`config.mk`:
```
export PLATFORM = sky130hd
export DESIGN_NAME = psg_write_decoder
export DESIGN_NICKNAME = d
export VERILOG_FILES = /design/src/rtl/psg_pkg.sv /design/src/rtl/psg_strobe_sync.sv /design/src/rtl/psg_write_decoder.sv
export SDC_FILE = /design/constraint.sdc
export NUM_CORES = 1
export LEC_CHECK = 0
export ABC_AREA = 1
export CORE_MARGIN = 2
export CORE_UTILIZATION = 30
export CTS_CLUSTER_DIAMETER = 40
export DETAILED_ROUTE_END_ITERATION = 7
export PLACE_DENSITY = 0.66
export SYNTH_ARGS = -nofsm -noshare
export SYNTH_HDL_FRONTEND = slang
export SYNTH_SLANG_ARGS = --single-unit
export TNS_END_PERCENT = 10
```
`constraint.sdc`:
```
create_clock -name clk -period 1.5 [get_ports clk]
set_clock_uncertainty 0.1 [all_clocks]
set_input_delay 0.225 -clock clk [delete_from_list [all_inputs] [get_ports clk]]
set_output_delay 0.225 -clock clk [all_outputs]
set_load 0.02 [all_outputs]
```
`src/rtl/psg_pkg.sv`:
```
`default_nettype none
// ============================================================================
// Module   : psg_pkg
// Purpose  : Shared register indices, widths and helpers for the PSG blocks.
// Revision : 1.0
// ============================================================================
package psg_pkg;

  // Latched register index: bits 2:1 = channel, bit 0 = 1 for attenuation.
  localparam logic [2:0] TONE0 = 3'd0;
  localparam logic [2:0] ATT0  = 3'd1;
  localparam logic [2:0] TONE1 = 3'd2;
  localparam logic [2:0] ATT1  = 3'd3;
  localparam logic [2:0] TONE2 = 3'd4;
  localparam logic [2:0] ATT2  = 3'd5;
  localparam logic [2:0] NOISE = 3'd6;
  localparam logic [2:0] ATT_N = 3'd7;

  localparam int TONE_BITS     = 10;
  localparam int ATT_BITS      = 4;
  localparam int NOISE_BITS    = 3;
  localparam int BUSY_CNT_BITS = 8;

  localparam logic [3:0] ATT_SILENT = 4'hF;

  function automatic logic [1:0] reg_channel(input logic [2:0] idx);
    return idx[2:1];
  endfunction

endpackage
`default_nettype wire

```
`src/rtl/psg_strobe_sync.sv`:
```
`default_nettype none
// ============================================================================
// Module   : psg_strobe_sync
// Purpose  : 2-FF synchroniser and falling-edge detector for an active-low strobe.
// Revision : 1.0
// ============================================================================
module psg_strobe_sync (
  input  logic clk,
  input  logic reset,
  input  logic async_n,
  output logic fall
);

  logic r_sync1;
  logic r_sync2;
  logic r_hist;

  // All stages idle high so leaving reset never looks like an edge.
  always_ff @(posedge clk) begin
    if (reset) begin
      r_sync1 <= 1'b1;
      r_sync2 <= 1'b1;
      r_hist  <= 1'b1;
    end else begin
      r_sync1 <= async_n;
      r_sync2 <= r_sync1;
      r_hist  <= r_sync2;
    end
  end

  assign fall = r_hist & ~r_sync2;

endmodule
`default_nettype wire

```
`src/rtl/psg_write_decoder.sv`:
```
`default_nettype none
// ============================================================================
// Module   : psg_write_decoder
// Purpose  : SN76489 bus write decoder and sound register file with READY window.
// Revision : 1.0
// ============================================================================
module psg_write_decoder
  import psg_pkg::*;
#(
  parameter int BUSY_CYCLES           = 32,
  parameter int TONE_FREQUENCY_BITS   = TONE_BITS,
  parameter int TONE_ATTENUATION_BITS = ATT_BITS,
  parameter int NOISE_CONTROL_BITS    = NOISE_BITS
) (
  input  logic                               clk,
  input  logic                               reset,
  input  logic [7:0]                         data_in,
  input  logic                               wr_n,
  output logic                               ready,
  output logic [3*TONE_FREQUENCY_BITS-1:0]   tone_period,
  output logic [4*TONE_ATTENUATION_BITS-1:0] attenuation,
  output logic [NOISE_CONTROL_BITS-1:0]      noise_ctrl,
  output logic                               noise_restart,
  output logic                               write_dropped
);

  localparam logic [BUSY_CNT_BITS-1:0] c_busy_load = BUSY_CNT_BITS'(BUSY_CYCLES);

  logic [TONE_FREQUENCY_BITS-1:0]   r_tone [0:2];
  logic [TONE_ATTENUATION_BITS-1:0] r_att  [0:3];
  logic [NOISE_CONTROL_BITS-1:0]    r_noise;
  logic [2:0]                       r_reg_idx;
  logic [BUSY_CNT_BITS-1:0]         r_busy_cnt;
  logic                             r_noise_restart;
  logic                             r_write_dropped;

  logic       w_fall;
  logic       w_accept;
  logic [2:0] w_idx;
  logic [1:0] w_ch;

  psg_strobe_sync u_strobe_sync (
    .clk     (clk),
    .reset   (reset),
    .async_n (wr_n),
    .fall    (w_fall)
  );

  assign ready    = (r_busy_cnt == '0);
  assign w_accept = w_fall & ready;
  // Data bytes reuse the last latched index; latch bytes carry their own.
  assign w_idx    = data_in[7] ? data_in[6:4] : r_reg_idx;
  assign w_ch     = reg_channel(w_idx);

  always_ff @(posedge clk) begin
    if (reset) begin
      r_tone          <= '{default: '0};
      r_att           <= '{default: ATT_SILENT};
      r_noise         <= '0;
      r_reg_idx       <= TONE0;
      r_busy_cnt      <= '0;
      r_noise_restart <= 1'b0;
      r_write_dropped <= 1'b0;
    end else begin
      r_noise_restart <= 1'b0;
      r_write_dropped <= w_fall & ~ready;
      if (r_busy_cnt != '0) begin
        r_busy_cnt <= r_busy_cnt - 1'b1;
      end
      if (w_accept) begin
        r_busy_cnt <= c_busy_load;
        if (data_in[7]) begin
          r_reg_idx <= data_in[6:4];
        end
        case (w_idx)
          TONE0, TONE1, TONE2: begin
            if (data_in[7]) begin
              r_tone[w_ch][3:0] <= data_in[3:0];
            end else begin
              r_tone[w_ch][TONE_FREQUENCY_BITS-1:4] <= data_in[5:0];
            end
          end
          ATT0, ATT1, ATT2, ATT_N: begin
            r_att[w_ch] <= data_in[TONE_ATTENUATION_BITS-1:0];
          end
          NOISE: begin
            r_noise         <= data_in[NOISE_CONTROL_BITS-1:0];
            r_noise_restart <= 1'b1;
          end
        endcase
      end
    end
  end

  assign tone_period   = {r_tone[2], r_tone[1], r_tone[0]};
  assign attenuation   = {r_att[3], r_att[2], r_att[1], r_att[0]};
  assign noise_ctrl    = r_noise;
  assign noise_restart = r_noise_restart;
  assign write_dropped = r_write_dropped;

endmodule
`default_nettype wire

```
== Yosys cells after proc, flatten, opt, wreduce, memory -nomap -nowiden ==
Cells that the tools add are included.

* Register bits after elaboration: 65
* Logic and storage cells: 59
* Input port bits: 11

* Add/sub/neg operators: 1
* Muxes and demuxes: 14
* Bitwise operators: 7
* Equal/unequal tests: 7
* Reduce and logical (&&, ||, !) cells: 12
* Magnitude comparators: 2

{| class="wikitable"
|+ Operator list
! operator !! count
|-
| 30-bit bitwise mux || 2
|-
| 10-bit demux with 2-bit select || 2
|-
| 30-bit two-way mux || 1
|-
| 16-bit bitwise mux || 1
|-
| 3-bit equality test (second input constant) || 4
|-
| 6-bit two-way mux || 2
|-
| 10-bit two-way mux || 1
|-
| 4-bit demux with 2-bit select || 1
|-
| 8-bit logical NOT || 1
|-
| 4-bit two-way mux || 2
|-
| 8-bit nonzero test || 1
|-
| 8-bit by 1-bit subtractor with 8-bit output (second input constant) || 1
|-
| 3-bit by 2-bit equality test with 1-bit output (second input constant) || 2
|-
| 2-bit AND reduction || 3
|-
| 2-bit OR reduction || 2
|-
| 4-bit OR reduction || 1
|-
| 1-bit AND || 3
|-
| 3-bit by 1-bit equality test with 1-bit output (second input constant) || 1
|-
| 3-bit >= comparator (second input constant) || 1
|-
| 3-bit logical NOT || 1
|-
| 3-bit by 1-bit less-than comparator with 1-bit output (second input constant) || 1
|-
| 3-bit two-way mux || 1
|-
| 1-bit inverter || 3
|-
| 2-bit inverter with 3-bit output || 1
|-
| 4 further kinds || 4
|}

== Depth between registers and ports, before layout ==
* Depth after elaboration: 8
* Mapped depth: 10
* Mapped depth without buffers: 10

== Cells and area by module ==
From an unflattened synthesis, not the netlist that was laid out.

* Cells, all modules: 376
* Area, all modules: 2855.2 um^2

{| class="wikitable"
|+ Modules (own cells, without submodules)
! module !! cells an instance !! times used !! area an instance (um^2)
|-
| psg_write_decoder || 364 || 1 || 2761.4
|-
| psg_strobe_sync || 12 || 1 || 93.8
|}

== Worst setup path before layout ==
Ideal clock, no wire load.

* Kind: register to register
* Start point: register r_busy_cnt[0]
* End point: register r_att (netlist bit attenuation[4])
* Stages on the path, launching flop included: 11
* Required time: 1266 ps
* Arrival time: 1426 ps
* Setup time: 134 ps
* Setup slack: -160 ps
* Cell sequence: dfxtp_1 -> inv_1 -> ha_1 -> inv_1 -> nor2_1 -> nand3_2 -> nor2_2 -> buf_4 -> nand2_1 -> nand2_1 -> nand3_1

* Longest elaborated chain between the ends: 3

{| class="wikitable"
|+ Ends and longest elaborated chain
! element !! RTL line !! source
|-
| from (decl) || psg_write_decoder.sv:33 || <nowiki>logic [BUSY_CNT_BITS-1:0] r_busy_cnt;</nowiki>
|-
| from (signal assigned) || psg_write_decoder.sv:68 || <nowiki>r_busy_cnt <= r_busy_cnt - 1'b1;</nowiki>
|-
| from (signal assigned) || psg_write_decoder.sv:71 || <nowiki>r_busy_cnt <= c_busy_load;</nowiki>
|-
| 8-bit logical NOT || psg_write_decoder.sv:49 || <nowiki>assign ready = (r_busy_cnt == '0);</nowiki>
|-
| 1-bit AND || psg_write_decoder.sv:50 || <nowiki>assign w_accept = w_fall & ready;</nowiki>
|-
| 2-bit AND reduction (no line) || - ||
|-
| to (signal, indexed assignment) || psg_write_decoder.sv:84 || <nowiki>r_att[w_ch] <= data_in[TONE_ATTENUATION_BITS-1:0];</nowiki>
|-
| to (decl) || psg_write_decoder.sv:30 || <nowiki>logic [TONE_ATTENUATION_BITS-1:0] r_att [0:3];</nowiki>
|}

Every way passes these cells.
A chain may end at the register's enable or synchronous reset.

== Worst setup path in the final report ==
* Start point: register r_busy_cnt[1]
* End point: register r_att (netlist bit attenuation[14])

Same word-level chain as after synthesis.

==> impl_metrics.toml <==
[setup_path]
end_kind = "flop"
crit_arrival_ns = 1.80
start_kind = "flop"
path_max_fanout = 7
required_ns = 1.63
reg2reg_from = "r_busy_cnt[1]"
reg2reg_slack_ns = -0.17
critical_path_class = "reg2reg"
reg2reg_depth = 10
worst_r2r_endpoint = "attenuation[14]"

[hold_path]
hold_depth = 1
worstHoldStart = "u_strobe_sync.r_sync1"
hp-class = "reg2reg"
hold_path_end = "u_strobe_sync.r_sync2"

[logic_synthesis]
synthTopCellsByArea = "dfxtp_1, nand2_1, nand3_1"
synthDistinctLibCells = 27
ys_top_cells_by_count = "nand2_1, dfxtp_1, nand3_1"
synth_warnings = 0
synth_area_per_cell_sq_um = 7.54
async_flop_share_pct = 0
yosys.area.top_type = "dfxtp_1"
synth_most_common_cell = "nand2_1"
synth-edff-count = 0
seq_area_frac_synth_pct = 46.4
synthesis.instances = 372
synth_top_area_share_pct = 46.4
synth.net_count = 385
synth_flop_cell = "dfxtp_1"
synth_seq_cells = 65
syn_area_sq_um = 2810

[clock_network]
holdBufCountCts = 0
cts.sinks = 65
numCtsBuffers = 9
clk_path_buf_depth = 2
cts_tree = "built"
clkTransAtPathRegs_ns = 0.07
cts.htree.levels = 3
cts-root-buf = "clkbuf_8"
clock_latency_ns = 0.35

[cells_and_area]
multi_input_area_sq_um = 1410
finish.net_count = 492
register_area_sq_um = 1300
area_growth_pct = 48.9
fin_area_sq_um = 4180
fillers = 920
drive_above_1_share_pct = 26.7
antennaDiodeCount = 0

[grt]
grt_max_degree = 25
antenna_found_initial = 0
grt_pass1_vias = 2691
grt_first_pass_wirelength_mm = 12.3
grt_overflow = 0
track_usage_pct = 15.5

[timing]
finalCritPeriodShare_pct = 111
worst_slew_pin_slew_ns = 0.362
slew_headroom_pct = 75.8
finalSetupViolCount = 55
tns_ns = -6.96
grt_setup_unrepaired = "true"
postLayoutSetupSlackWorst_ns = -0.167
slew_viol_final = 0
period_needed_ns = 1.67
hold_viol = 0
clock.fmax_mhz = 600

[pwr]
power_leakage_nw = 1.96
power_density_nw_per_um2 = 1210
irDropWorstVdd_mv = 0.466
finalPower_mw = 5.04

[status]
outcome = "finished, violations left"
violations = "setup timing"

[placed_design]
dp_slack_ns = -0.469
numPortBuffers = 62
place_area_sq_um = 3920
post-dp-hpwl_mm = 5.39
routabilityCongestion = 0.816

[drt]
drc = 0
first_iter_violations = 91
drtPass1Iterations = 4
antenna_left = 0
wl_per_cell_microns = 12.5
routed_wl_mm = 7.43
vias_per_cell = 4.57
vias = 2720

[floorplan]
dieWidth_microns = 101
ios = 63
coreArea_sq_um = 9150
row_count = 35
fp.dieH_microns = 101
initial_utilization_pct = 30.6
dieArea_sq_um = 10100

[flow_run]
cap_viol_max_count = 0
==> worst max-delay path, stage by stage, from the launching register on <==
cell     delay (ns)
dfxtp_2        0.33
inv_2          0.08
ha_4           0.13
inv_2          0.03
nor2_4         0.09
buf_6          0.11
nand3_4        0.14
nor2_4         0.25
nand2_1        0.16
nand2_1        0.09
nand3_1        0.06
==> cells in the final DEF (no fill, tap or decap), drive strengths merged, types with 9 or more instances in the layout <==
cell | Yosys | layout
nand2 | 90 | 90
dfxtp | 65 | 65
nand3 | 61 | 61
nor2 | 55 | 55
dlygate4sd2 | 0 | 52
buf | 15 | 52
a21oi | 40 | 40
inv | 27 | 26
clkbuf | 2 | 14
clkdlybuf4s50 | 0 | 9
==> layer usage <==
metal  track usage, %  part of all wire, %  wire length, microns
met5                0                    0                     0
met4             6.32                  1.4                   106
met3             3.68                  4.5                   336
met2             26.4                   48                  3530
met1             18.8                   46                  3450
==> power by group <==
part	leakage, nW	internal, mW	switching [mW]
Clock	0.102	0.776	0.648
Combinational	1.33	0.824	0.868
Sequential	0.527	1.86	0.0682
==> area by class of cell <==
cell class / count / share of cell area [%]
inverter: 27 / 2.70
clock inverter: 2 / 0.240
tap: 111 / 3.32
timing repair buffer: 113 / 24.3
multi-input combinational: 263 / 33.8
clock buffer: 14 / 4.37
sequential: 65 / 31.2
==> per-stage QoR <==
| stage | std cells | util [%] | hold WS, ns |
|---|---|---|---|
| 6_report | 595 | 45.6 | 0.331 |
| 5_1_grt | 595 | 45.6 | 0.339 |
| 4_1_cts | 594 | 45.3 | 0.334 |
| 3_5_place_dp | 574 | 42.9 | 0.312 |
| 3_3_place_gp | 574 | 42.9 | 0.295 |
| 2_1_floorplan | 372 | - | 0.229 |
==> registers in the layout (all words and copies together), names as in the netlist <==
signal / flops
attenuation: 16
u_strobe_sync.r_hist: 1
noise_ctrl: 3
r_busy_cnt: 8
u_strobe_sync.r_sync2: 1
u_strobe_sync.r_sync1: 1
tone_period: 30
noise_restart: 1
r_reg_idx: 3
write_dropped: 1
==> worst max-delay path by stage <==
stage | slack [ns] | end | cells after the start | start
after floorplan | -0.002 | tone_period[2] | 10 | r_busy_cnt[0]
after global placement | -0.42 | attenuation[6] | 9 | data_in[7]
after detailed placement | -0.47 | tone_period[17] | 11 | data_in[7]
after CTS | -0.16 | tone_period[17] | 11 | r_busy_cnt[1]
after global routing | -0.29 | attenuation[14] | 10 | r_busy_cnt[1]
final | -0.17 | attenuation[14] | 10 | r_busy_cnt[1]
==> cell families after synthesis <==
family,Yosys count,synth area share [%]
AOI/OAI and AO/OA,44,7.94
DFF,65,46.4
buffers and inverters,44,8.74
adders and majority gates,2,0.892
and+or+nand+nor,213,34.8
xor gates and xnor gates,4,1.25
==> timing repair <==
| item | CTS | global route |
|---|---|---|
| pin swaps | 6 | 6 |
| setup endpoints to repair | 106 | 55 |
| setup buffers | 4 | 1 |
| resized for setup | 74 | 8 |
(Power assumes the default switching activity.)
